$ cat config.mk
export PLATFORM = sky130hd
export DESIGN_NAME = uart_rx_core
export DESIGN_NICKNAME = d
export VERILOG_FILES = /design/src/rtl/uart_rx_core.sv
export SDC_FILE = /design/constraint.sdc
export NUM_CORES = 1
export LEC_CHECK = 0
export ABC_AREA = 1
export BUFFER_PORTS_ARGS = -buffer_cell sky130_fd_sc_hd__buf_4
export CAP_MARGIN = 15
export CORE_UTILIZATION = 30
export CTS_CLUSTER_SIZE = 30
export DETAILED_ROUTE_END_ITERATION = 8
export REMOVE_ABC_BUFFERS = 1
export SKIP_CTS_REPAIR_TIMING = 1
export SYNTH_ARGS = -nofsm -noshare
export SYNTH_HDL_FRONTEND = slang
export SYNTH_SLANG_ARGS = --single-unit
$ cat constraint.sdc
create_clock -name clk -period 2.15 [get_ports clk]
set_clock_uncertainty 0.1 [all_clocks]
set_input_delay 0.215 -clock clk [delete_from_list [all_inputs] [get_ports clk]]
set_output_delay 0.215 -clock clk [all_outputs]
set_load 0.1 [all_outputs]
$ cat src/rtl/uart_rx_core.sv
// rtl/uart_rx_core.sv - UART receiver: 2-flop rxd synchroniser, mid-bit sampling FSM, valid/ready byte output.
module uart_rx_core #(
  parameter int CLKS_PER_BIT = 16,
  parameter int DATA_BITS    = 8
) (
  input  logic                 clk,
  input  logic                 rst,
  input  logic                 rxd,
  output logic [DATA_BITS-1:0] rx_data,
  output logic                 rx_valid,
  input  logic                 rx_ready,
  output logic                 frame_err,
  output logic                 overrun
);

  localparam int CW = $clog2(CLKS_PER_BIT);
  localparam int IW = $clog2(DATA_BITS);
  localparam logic [CW-1:0] HALF_LAST = CW'(CLKS_PER_BIT / 2 - 1);
  localparam logic [CW-1:0] BIT_LAST  = CW'(CLKS_PER_BIT - 1);
  localparam logic [IW-1:0] IDX_LAST  = IW'(DATA_BITS - 1);

  typedef enum logic [2:0] {
    IDLE,
    START,
    DATA,
    STOP,
    BRK
  } state_t;

  logic                 sync1_q;
  logic                 rxd_s_q;
  state_t               state_q, state_d;
  logic [CW-1:0]        cnt_q, cnt_d;
  logic [IW-1:0]        bit_idx_q, bit_idx_d;
  logic [DATA_BITS-1:0] shift_q, shift_d;
  logic [DATA_BITS-1:0] rx_data_q, rx_data_d;
  logic                 rx_valid_q, rx_valid_d;
  logic                 frame_err_q, frame_err_d;
  logic                 overrun_q, overrun_d;

  always_comb begin
    state_d     = state_q;
    cnt_d       = cnt_q;
    bit_idx_d   = bit_idx_q;
    shift_d     = shift_q;
    rx_data_d   = rx_data_q;
    rx_valid_d  = rx_valid_q;
    frame_err_d = 1'b0;
    overrun_d   = 1'b0;

    if (rx_valid_q && rx_ready) begin
      rx_valid_d = 1'b0;
    end

    case (state_q)
      IDLE: begin
        if (!rxd_s_q) begin
          state_d = START;
          cnt_d   = '0;
        end
      end
      START: begin
        if (cnt_q == HALF_LAST) begin
          // A start bit that is high again at mid-bit was only a glitch.
          if (!rxd_s_q) begin
            state_d   = DATA;
            cnt_d     = '0;
            bit_idx_d = '0;
          end else begin
            state_d = IDLE;
          end
        end else begin
          cnt_d = cnt_q + 1'b1;
        end
      end
      DATA: begin
        if (cnt_q == BIT_LAST) begin
          // Shifting in from the top leaves the first line bit in the LSB.
          shift_d   = {rxd_s_q, shift_q[DATA_BITS-1:1]};
          cnt_d     = '0;
          bit_idx_d = bit_idx_q + 1'b1;
          if (bit_idx_q == IDX_LAST) begin
            state_d = STOP;
          end
        end else begin
          cnt_d = cnt_q + 1'b1;
        end
      end
      STOP: begin
        if (cnt_q == BIT_LAST) begin
          if (rxd_s_q) begin
            rx_data_d  = shift_q;
            rx_valid_d = 1'b1;
            overrun_d  = rx_valid_q && !rx_ready;
            state_d    = IDLE;
          end else begin
            frame_err_d = 1'b1;
            state_d     = BRK;
          end
        end else begin
          cnt_d = cnt_q + 1'b1;
        end
      end
      BRK: begin
        // Hold off until the line returns high so a break is reported once.
        if (rxd_s_q) begin
          state_d = IDLE;
        end
      end
      default: state_d = IDLE;
    endcase
  end

  always_ff @(posedge clk or posedge rst) begin
    if (rst) begin
      sync1_q     <= 1'b1;
      rxd_s_q     <= 1'b1;
      state_q     <= IDLE;
      cnt_q       <= '0;
      bit_idx_q   <= '0;
      shift_q     <= '0;
      rx_data_q   <= '0;
      rx_valid_q  <= 1'b0;
      frame_err_q <= 1'b0;
      overrun_q   <= 1'b0;
    end else begin
      sync1_q     <= rxd;
      rxd_s_q     <= sync1_q;
      state_q     <= state_d;
      cnt_q       <= cnt_d;
      bit_idx_q   <= bit_idx_d;
      shift_q     <= shift_d;
      rx_data_q   <= rx_data_d;
      rx_valid_q  <= rx_valid_d;
      frame_err_q <= frame_err_d;
      overrun_q   <= overrun_d;
    end
  end

  assign rx_data   = rx_data_q;
  assign rx_valid  = rx_valid_q;
  assign frame_err = frame_err_q;
  assign overrun   = overrun_q;

endmodule

==> results of run 1 <==
-- worst max-delay path: stages, from the launching register on --
cell                      delay (ns)
sky130_fd_sc_hd__dfrtp_1        0.39
sky130_fd_sc_hd__ha_1           0.27
sky130_fd_sc_hd__nand3_4        0.15
sky130_fd_sc_hd__inv_1          0.12
sky130_fd_sc_hd__nor2_2         0.04
sky130_fd_sc_hd__nor2_2         0.16
sky130_fd_sc_hd__nand2_1        0.11
sky130_fd_sc_hd__nand2_1        0.07
sky130_fd_sc_hd__nand2_1        0.05
-- cell type report --
type | count | area (sq um) | area share [%]
clock buffers | 5 | 68.8 | 3.83
flip-flops and latches | 31 | 778 | 43.3
inverters | 18 | 67.6 | 3.76
multi-input cells | 117 | 621 | 34.6
repair buffers | 17 | 133 | 7.39
clock inverters | 3 | 43.8 | 2.44
well taps | 67 | 83.8 | 4.67
-- worst max path at each step --
| stage | start | endpoint | slack (ns) | cells past startpoint |
|---|---|---|---|---|
| detailed placement | cnt_q[0]$_DFFE_PP0P_ | bit_idx_q[2]$_DFFE_PP0P_ | 0.60 | 8 |
| finish | cnt_q[0]$_DFFE_PP0P_ | bit_idx_q[1]$_DFFE_PP0P_ | 0.59 | 8 |
| global route | cnt_q[0]$_DFFE_PP0P_ | bit_idx_q[1]$_DFFE_PP0P_ | 0.45 | 8 |
| CTS | cnt_q[0]$_DFFE_PP0P_ | bit_idx_q[2]$_DFFE_PP0P_ | 0.59 | 8 |
| global placement | cnt_q[0]$_DFFE_PP0P_ | bit_idx_q[1]$_DFFE_PP0P_ | 0.61 | 8 |
| floorplan | cnt_q[0]$_DFFE_PP0P_ | bit_idx_q[0]$_DFFE_PP0P_ | 0.73 | 8 |
-- logic make-up after synthesis --
group                    Yosys count  share of synthesized area (%)
AO/OA/AOI/OAI                     20                           8.89
adder cells (fa/ha/maj)            3                           2.49
buffers and inverters             22                           7.06
flip-flops                        31                           51.7
AND/OR/NAND/NOR                   94                           29.8
-- placed cells by master, fill, tap and decap left out, types with 5 or more instances in the layout --
master	netlist	final
sky130_fd_sc_hd__buf_4	0	15
sky130_fd_sc_hd__clkbuf_8	0	5
sky130_fd_sc_hd__dfrtp_1	29	29
sky130_fd_sc_hd__inv_1	17	17
sky130_fd_sc_hd__nand2_1	53	53
sky130_fd_sc_hd__nand3_1	15	15
sky130_fd_sc_hd__nor2_1	12	12
sky130_fd_sc_hd__nor2_2	5	5
sky130_fd_sc_hd__o21ai_0	10	10
sky130_fd_sc_hd__o21ai_2	8	8
-- registers in the layout, summed over array words and instances, names as in the netlist --
| register | count |
|---|---|
| rx_data | 8 |
| shift_q | 8 |
| cnt_q | 4 |
| bit_idx_q | 3 |
| state_q | 3 |
| frame_err | 1 |
| overrun | 1 |
| rx_valid | 1 |
| rxd_s_q | 1 |
| sync1_q | 1 |
-- power groups by stage --
stage / logic, mW / clock network (mW) / registers (mW)
3_5_place_dp: 0.366 / 0 / 0.712
4_1_cts: 0.369 / 0.576 / 0.700
5_1_grt: 0.430 / 0.599 / 0.710
3_3_place_gp: 0.367 / 0 / 0.709
6_report: 0.370 / 0.556 / 0.700
2_1_floorplan: 0.300 / 0 / 0.697
-- per-layer routing --
layer  part of all wire, %  up-vias  wire [um]
met5                     0        -          0
met4                   1.6        0         41
met3                   4.6        4        115
met2                    44       27       1100
met1                    50      485       1250
li1                      -      577          -
-- metrics by stage --
step | cell area [sq um] | utilization (%) | power, mW
after global routing | 1800 | 37.5 | 1.74
after global placement | 1660 | 34.7 | 1.08
after detailed placement | 1660 | 34.7 | 1.08
final | 1800 | 37.5 | 1.63
after floorplan | 1470 | - | 0.996
after CTS | 1780 | 37.1 | 1.64
==> run summary, run 1 <==
### Critical path
• worst r2r path cells: 8
• kind of end point of the critical path: register
• sort of element at the start of the critical path: register
• data required time at the worst endpoint: 2.22 ns
• Critical R2R Capture: bit_idx_q[1]$_DFFE_PP0P_
• slack of the worst reg-to-reg path: 0.59 ns
• Reg2Reg Launch Point: cnt_q[0]$_DFFE_PP0P_
• startpoint-to-endpoint class of the critical path: reg -> reg
• endpoint arrival time on the critical path: 1.62 ns
• worst-path maximum fanout: 6

### Synth
• largest cells by area after synthesis: sky130_fd_sc_hd__dfrtp_1 (48%), sky130_fd_sc_hd__nand2_1 (13%), sky130_fd_sc_hd__nand3_1 (5.0%)
• library cell occupying the most area in the post-synthesis netlist: sky130_fd_sc_hd__dfrtp_1
• syn_area_per_cell: 8.85 sq um
• Commonest cells post-synth: sky130_fd_sc_hd__nand2_1 (53), sky130_fd_sc_hd__dfrtp_1 (29), sky130_fd_sc_hd__inv_1 (17), sky130_fd_sc_hd__nand3_1 (15), sky130_fd_sc_hd__nor2_1 (12)
• distinct cell type count after synthesis: 21
• library cell with the highest instance count after synthesis: sky130_fd_sc_hd__nand2_1
• number of synthesis warnings: 0
• dominant register cell in the synthesized netlist: sky130_fd_sc_hd__dfrtp_1
• count of mapped cells out of synthesis: 170
• asr flop ratio synth: 100%
• Synth top area share: 48.2%
• Netlist Area Pre-Place: 0.00151 sq mm
• sequential cell area fraction in the yosys report: 51.7%
• number of synthesized register bits: 31
• count of flip-flops with a built-in enable after synthesis: 0

### Routing
• routed len/inst: 9.71 um
• number of remaining DRC errors: 0
• number of iterations in the first detailed-routing pass: 6
• vias per inst: 4.24
• residual antenna-violating net count after detailed routing: 0
• violation count after the first detailed-route iteration: 85
• drt total wl: 2500 um
• count of vias placed by the detailed router: 1093

### Outcome
• result of the run: finished clean

### Power
• Peak VDD IR: 0.000370 V
• Internal Pwr Total: 1.10 mW
• Switch Pwr: 0.522 mW
• Power per Cell Area: 906 mW/mm^2
• switching share of power: 32.1%
• sequential share of power: 43.1%
• standby leakage power: 0.895 nW
• part of the power in combinational logic: 22.7%
• share of power burned in the clock network: 34.2%

### Flow run
• max capacitance violation total: 0

### Cells and area
• fraction of layout instances using a drive strength above 1: 24.6%
• antenna diode count: 0
• final-layout fill cell count: 477
• final non-filler cell total: 258
• area grow syn2layout: 19.3%
• fin nets: 197

### Global route
• met1 Use GR: 14.9%
• M2 GR Usage: 16.1%
• met3 track demand over resource: 3.31%
• first-pass GRT wire length: 4390 um
• GR Util All Layers: 11.2%
• layer with the highest usage: met2
• gr ovfl total: 0
• initial antenna violation count: 0
• via count of the first global-routing pass: 970
• pin count of the biggest net entering global routing: 32

### Timing
• crit path setup slack, layout: 0.594 ns
• number of max-slew violations in the final report: 0
• Setup violations, final: 0
• Final Hold Slack: 0.0927 ns
• unrepaired setup endpoints after global routing: false
• Peak Freq: 0.643 GHz
• final-report hold violation count: 0
• Total Negative Setup Slacks: 0 ns
• crit share post-route: 72.4%
• worst slew margin relative to its limit: 74.7%
• shortest period the worst path allows: 1.56 ns
• Tightest Pin Transition: 0.379 ns

### Floorplanning
• Die Width: 72.8 um
• die outline area: 0.00530 sq mm
• height of the chip: 72.8 um
• number of rows in the core area: 25
• number of placed I/O pins: 15
• standard cell core area: 0.00479 sq mm
• effective utilization at floorplan: 31.5%

### Worst hold path
• source of the worst hold timing path: rx_ready
• worst-case hold path end point: overrun$_DFF_PP0_
• Worst Hold Path Cells: 4
• Hold/Removal Path Class: in -> reg

### Placed design
• count of input and output buffers: 14
• Placer Congestion: 0.853
• sum of net half-perimeters after detailed placement: 1740 um
• Placed Cells: 248
• pre-CTS setup slack: 0.597 ns

### Clock tree
• maximum root-to-sink buffer count: 2
• number of clock sinks: 31
• number of clock buffers inserted by TritonCTS: 5
• cell at the root of the clock tree: sky130_fd_sc_hd__clkbuf_8
• CTS tree: yes
• clock latency on the worst-skew pair: 0.28 ns
• H-tree depth reported by CTS: 2
• clock slew at the register clock pins of the worst setup and hold paths: 0.06 ns

Power figures use the tool's default switching activity.
==> inputs of run 2 (changes only) <==
==> constraint.sdc (replaced) <==
create_clock -name clk -period 1.4 [get_ports clk]
set_clock_uncertainty 0.1 [all_clocks]
set_input_delay 0.14 -clock clk [delete_from_list [all_inputs] [get_ports clk]]
set_output_delay 0.14 -clock clk [all_outputs]
set_load 0.1 [all_outputs]
==> run 2 against run 1 <==
Against the previous run: the flow now finishes with violations (hold timing, setup timing); non-clock buffer count up 13; largest power group unchanged; design area up 11%; clock power up 27%; fmax up 8.7%; largest cell class unchanged; clock-buffer cell count up 1; sequential power up 54%; critical path depth down 1.
==> run summary, run 2 (synthesis results as in run 1) <==
### Cells and area
• most common library cell in the layout ignoring fill and taps: sky130_fd_sc_hd__nand2_1
• fraction of layout instances using a drive strength above 1: 38.7%
• fin nets: 211
• antenna diode count: 0
• final-layout fill cell count: 474
• Layout Cell Area excl Fill: 0.00198 sq mm
• area grow syn2layout: 31.8%
• most frequent cells in the layout: sky130_fd_sc_hd__nand2_1 (44), sky130_fd_sc_hd__dfrtp_1 (26), sky130_fd_sc_hd__buf_4 (25)
• core utilization of the finished layout: 41.5%

### Global route
• GR Util All Layers: 12.5%
• layer with the highest usage: met2
• gr ovfl total: 0
• M2 GR Usage: 18.9%
• via count of the first global-routing pass: 1119
• initial antenna violation count: 0
• first-pass GRT wire length: 4930 um
• met1 Use GR: 15.8%
• pin count of the biggest net entering global routing: 32
• met3 track demand over resource: 3.31%

### Critical path
• data required time at the worst endpoint: 1.51 ns
• sort of element at the start of the critical path: register
• kind of end point of the critical path: register
• slack of the worst reg-to-reg path: -0.03 ns
• startpoint-to-endpoint class of the critical path: reg -> reg
• endpoint arrival time on the critical path: 1.54 ns
• worst-path maximum fanout: 10

### Timing
• Final Hold Slack: -0.000760 ns
• final-report hold violation count: 1
• unrepaired setup endpoints after global routing: true
• worst slew margin relative to its limit: 74.2%
• shortest period the worst path allows: 1.43 ns
• Total Negative Setup Slacks: -0.282 ns
• Setup violations, final: 22
• Peak Freq: 0.699 GHz
• number of max-slew violations in the final report: 0
• crit path setup slack, layout: -0.0307 ns
• crit share post-route: 102%
• Tightest Pin Transition: 0.386 ns

### Clock tree
• clock slew at the register clock pins of the worst setup and hold paths: 0.06 ns
• maximum root-to-sink buffer count: 2
• number of clock buffers inserted by TritonCTS: 5
• clock latency on the worst-skew pair: 0.28 ns
• CTS tree: yes
• number of clock sinks: 31
• cell at the root of the clock tree: sky130_fd_sc_hd__clkbuf_8
• H-tree depth reported by CTS: 2

### Floorplanning
• number of placed I/O pins: 15
• Die Width: 72.8 um
• effective utilization at floorplan: 31.5%
• number of rows in the core area: 25
• die outline area: 0.00530 sq mm
• height of the chip: 72.8 um
• standard cell core area: 0.00479 sq mm

### Routing
• residual antenna-violating net count after detailed routing: 0
• count of vias placed by the detailed router: 1173
• number of remaining DRC errors: 0
• violation count after the first detailed-route iteration: 63
• drt total wl: 3020 um
• routed len/inst: 11.1 um
• number of iterations in the first detailed-routing pass: 4
• vias per inst: 4.33

### Outcome
• violated checks: hold timing, setup timing
• result of the run: finished with violations

### Placed design
• sum of net half-perimeters after detailed placement: 1970 um
• instance area at placement: 0.00177 sq mm
• Placer Congestion: 0.828
• count of input and output buffers: 14

### Power
• Power per Cell Area: 1280 mW/mm^2
• standby leakage power: 0.971 nW
• post-layout power: 2.53 mW
• Peak VDD IR: 0.000672 V

### Worst hold path
• Hold/Removal Path Class: in -> reg

### Flow run
• max capacitance violation total: 0

## run 2: changes by cell type in the layout (fill, tap and decap cells not counted), moves of 2 or more
cell / change
sky130_fd_sc_hd__buf_4: +10
sky130_fd_sc_hd__nand2_1: -9
sky130_fd_sc_hd__nand2_2: +9
sky130_fd_sc_hd__o21ai_0: -9
sky130_fd_sc_hd__o21ai_1: +8
sky130_fd_sc_hd__dfrtp_1: -3
sky130_fd_sc_hd__dfrtp_2: +3
sky130_fd_sc_hd__nand3_1: -2
sky130_fd_sc_hd__nand3_2: +2
sky130_fd_sc_hd__nor2_1: -2
## run 2: final timing paths
check                                      from                      to  cells past startpoint
setup / recovery           cnt_q[0]$_DFFE_PP0P_  shift_q[5]$_DFFE_PP0P_                      7
hold / removal                         rx_ready       overrun$_DFF_PP0_                      4
setup reg to reg           cnt_q[0]$_DFFE_PP0P_  shift_q[5]$_DFFE_PP0P_                      7
hold reg to reg               sync1_q$_DFF_PP1_       rxd_s_q$_DFF_PP1_                      0
max in group asynchronous                   rst       rxd_s_q$_DFF_PP1_                      4
min in group asynchronous                   rst       overrun$_DFF_PP0_                      4
## run 2: power by group
| group | total [mW] | switching [mW] | internal, mW |
|---|---|---|---|
| Sequential | 1.08 | 0.116 | 0.969 |
| Combinational | 0.743 | 0.427 | 0.315 |
| Clock | 0.704 | 0.320 | 0.385 |
| Total | 2.53 | 0.863 | 1.67 |
## run 2: per-layer routing
layer,part of all wire [%],up-vias
met1,47,540
met4,1.9,0
li1,-,606
met5,0,-
met2,47,21
met3,3.9,6
## run 2: final cells by class
cell class,count,area (sq um),share of cell area (%)
Clock inverter,1,5.00,0.252
Tap cell,67,83.8,4.22
Sequential cell,31,782,39.4
Timing Repair Buffer,30,264,13.3
Clock buffer,6,82.6,4.16
Multi-Input combinational cell,118,699,35.2
Inverter,18,67.6,3.40
## run 2: metrics by stage
stage               setup slack (ns)  cells
finish                       -0.0307    271
CTS                          -0.0841    267
detailed placement           -0.0686    260
global placement             -0.0284    260
floorplan                    -0.0182    166
global route                  -0.130    271
## run 2: worst max-delay path, cell delays in order, from the launching register on
cell and delay [ns]:
sky130_fd_sc_hd__dfrtp_1 0.39, sky130_fd_sc_hd__ha_4 0.17, sky130_fd_sc_hd__nand3_4 0.12, sky130_fd_sc_hd__buf_6 0.16, sky130_fd_sc_hd__nor2_4 0.13, sky130_fd_sc_hd__buf_12 0.15, sky130_fd_sc_hd__nand2_1 0.05, sky130_fd_sc_hd__o21ai_1 0.08
==> inputs of run 3 (changes only) <==
--- a/config.mk
+++ b/config.mk
@@ -8,6 +8,7 @@
 export ABC_AREA = 1
 export BUFFER_PORTS_ARGS = -buffer_cell sky130_fd_sc_hd__buf_4
 export CAP_MARGIN = 15
+export CORE_MARGIN = 2
 export CORE_UTILIZATION = 30
 export CTS_CLUSTER_SIZE = 30
 export DETAILED_ROUTE_END_ITERATION = 8
==> run 3 against run 2 <==
Against the previous run: sequential power hardly changed; via count shrank 1.9%; highest routed layer unchanged; clock-buffer cell count fell by 1; design area shrank 2.0%; sequential cell count unchanged; sequential share of layout area rose by 0.75 points; combinational power up 7.8%; register-to-register slack got worse by 0.03 ns; the flow finishes with violations (setup timing); final cell count unchanged; core utilization shrank 0.84 points; largest cell class unchanged; non-clock buffer count did not move.
==> run summary, run 3 (synthesis results as in run 1) <==
### Routing
• number of iterations in the first detailed-routing pass: 4
• drt total wl: 2830 um
• routed len/inst: 10.4 um
• number of remaining DRC errors: 0
• count of vias placed by the detailed router: 1151
• vias per inst: 4.25
• violation count after the first detailed-route iteration: 81
• residual antenna-violating net count after detailed routing: 0

### Placed design
• sum of net half-perimeters after detailed placement: 1940 um
• Placed Cells: 259
• instance area at placement: 0.00176 sq mm
• pre-CTS setup slack: -0.0995 ns
• count of input and output buffers: 14
• Placer Congestion: 0.846

### Cells and area
• most common library cell in the layout ignoring fill and taps: sky130_fd_sc_hd__nand2_1
• final non-filler cell total: 271
• most frequent cells in the layout: sky130_fd_sc_hd__nand2_1 (49), sky130_fd_sc_hd__dfrtp_1 (27), sky130_fd_sc_hd__buf_4 (26)
• fin nets: 210
• core utilization of the finished layout: 40.6%
• Layout Cell Area excl Fill: 0.00194 sq mm
• final-layout fill cell count: 504
• antenna diode count: 0
• area grow syn2layout: 29.2%
• fraction of layout instances using a drive strength above 1: 35.3%

### Global route
• initial antenna violation count: 0
• via count of the first global-routing pass: 1116
• first-pass GRT wire length: 5020 um
• pin count of the biggest net entering global routing: 32
• GR Util All Layers: 11.8%
• gr ovfl total: 0

### Timing
• Peak Freq: 0.684 GHz
• Total Negative Setup Slacks: -0.305 ns
• crit path setup slack, layout: -0.0628 ns
• worst slew margin relative to its limit: 73.6%
• shortest period the worst path allows: 1.46 ns
• number of max-slew violations in the final report: 0
• unrepaired setup endpoints after global routing: true
• final-report hold violation count: 0
• crit share post-route: 104%
• Setup violations, final: 13
• Final Hold Slack: 0.0179 ns
• Tightest Pin Transition: 0.397 ns

### Clock tree
• CTS tree: yes
• clock latency on the worst-skew pair: 0.28 ns
• maximum root-to-sink buffer count: 2
• number of clock sinks: 31
• number of clock buffers inserted by TritonCTS: 5
• clock slew at the register clock pins of the worst setup and hold paths: 0.06 ns
• cell at the root of the clock tree: sky130_fd_sc_hd__clkbuf_8
• H-tree depth reported by CTS: 2

### Floorplanning
• number of rows in the core area: 25
• Die Width: 74.8 um
• effective utilization at floorplan: 31.5%
• die outline area: 0.00560 sq mm
• number of placed I/O pins: 15
• standard cell core area: 0.00479 sq mm
• height of the chip: 74.8 um

### Critical path
• sort of element at the start of the critical path: register
• Critical R2R Capture: state_q[0]$_DFFE_PP0P_
• data required time at the worst endpoint: 1.47 ns
• slack of the worst reg-to-reg path: -0.06 ns
• Critical Path Start: state_q[0]$_DFFE_PP0P_
• crit-path most repeated cell: sky130_fd_sc_hd__nor2_2
• worst-path maximum fanout: 7
• worst r2r path cells: 7
• Crit. path cell count: 7
• worst setup path end: state_q[0]$_DFFE_PP0P_
• endpoint arrival time on the critical path: 1.53 ns
• family with the most delay on the worst path: simple AND/OR/NAND/NOR gates
• startpoint-to-endpoint class of the critical path: reg -> reg
• worst-path cell chain: nor2_2 > nand2_2 > nor2_2 > nor2_2 > buf_4 > nand3_1 > nand2_1
• kind of end point of the critical path: register
• Reg2Reg Launch Point: state_q[0]$_DFFE_PP0P_
• combined buffer and inverter count along the critical path: 1
• biggest cell delay along the critical path: 0.48 ns
• Crit-path slowest cell: sky130_fd_sc_hd__dfrtp_2

### Worst hold path
• Hold/Removal Path Class: in -> reg

### Power
• Peak VDD IR: 0.000892 V
• post-layout power: 2.54 mW
• Power per Cell Area: 1310 mW/mm^2
• standby leakage power: 0.963 nW

### Flow run
• max capacitance violation total: 0

### Outcome
• result of the run: finished with violations
• violated checks: setup timing

[run 3: cell count changes in the layout (fill, tap and decap cells not counted), moves of 2 or more]
| cell | change |
|---|---|
| sky130_fd_sc_hd__nor2_2 | +2 |
| sky130_fd_sc_hd__nand2_2 | -5 |
| sky130_fd_sc_hd__o21ai_1 | -7 |
| sky130_fd_sc_hd__clkinv_2 | +2 |
| sky130_fd_sc_hd__nand2_1 | +5 |
| sky130_fd_sc_hd__o21ai_0 | +8 |
[run 3: worst min-delay path: stages]
cell                      delay (ns)
sky130_fd_sc_hd__buf_4          0.08
sky130_fd_sc_hd__inv_1          0.03
sky130_fd_sc_hd__nand2_1        0.07
sky130_fd_sc_hd__nor2_1         0.05
[run 3: power breakdown]
part	switching, mW	leakage (nW)	internal [mW]
registers	0.115	0.419	0.969
logic	0.454	0.495	0.347
clock network	0.321	0.0477	0.339
[run 3: layout make-up]
cell class | count | area, sq um | area share (%)
Tap cell | 67 | 83.8 | 4.31
Multi-Input combinational cell | 117 | 668 | 34.4
Clock buffer | 5 | 68.8 | 3.54
Timing Repair Buffer | 30 | 260 | 13.4
Inverter | 18 | 67.6 | 3.47
Clock inverter | 3 | 15.0 | 0.772
Sequential cell | 31 | 781 | 40.2
[run 3: worst min path at each step]
stage                     slack, ns                endpoint  depth (start not counted)      from
after global routing           0.06       overrun$_DFF_PP0_                          4  rx_ready
after detailed placement       0.15       overrun$_DFF_PP0_                          3       rst
after floorplan                0.04       sync1_q$_DFF_PP1_                          0       rxd
final                          0.02       overrun$_DFF_PP0_                          4  rx_ready
after global placement         0.15       sync1_q$_DFF_PP1_                          1       rxd
after CTS                     -0.14  shift_q[3]$_DFFE_PP0P_                          3       rst
[run 3: metal layers]
metal	vias to the layer above	part of all wire, %	track usage, %
met2	16	44	17.3
li1	602	-	-
met3	6	3.9	3.21
met5	-	0	0
met1	527	50	16.3
met4	0	1.9	5.36
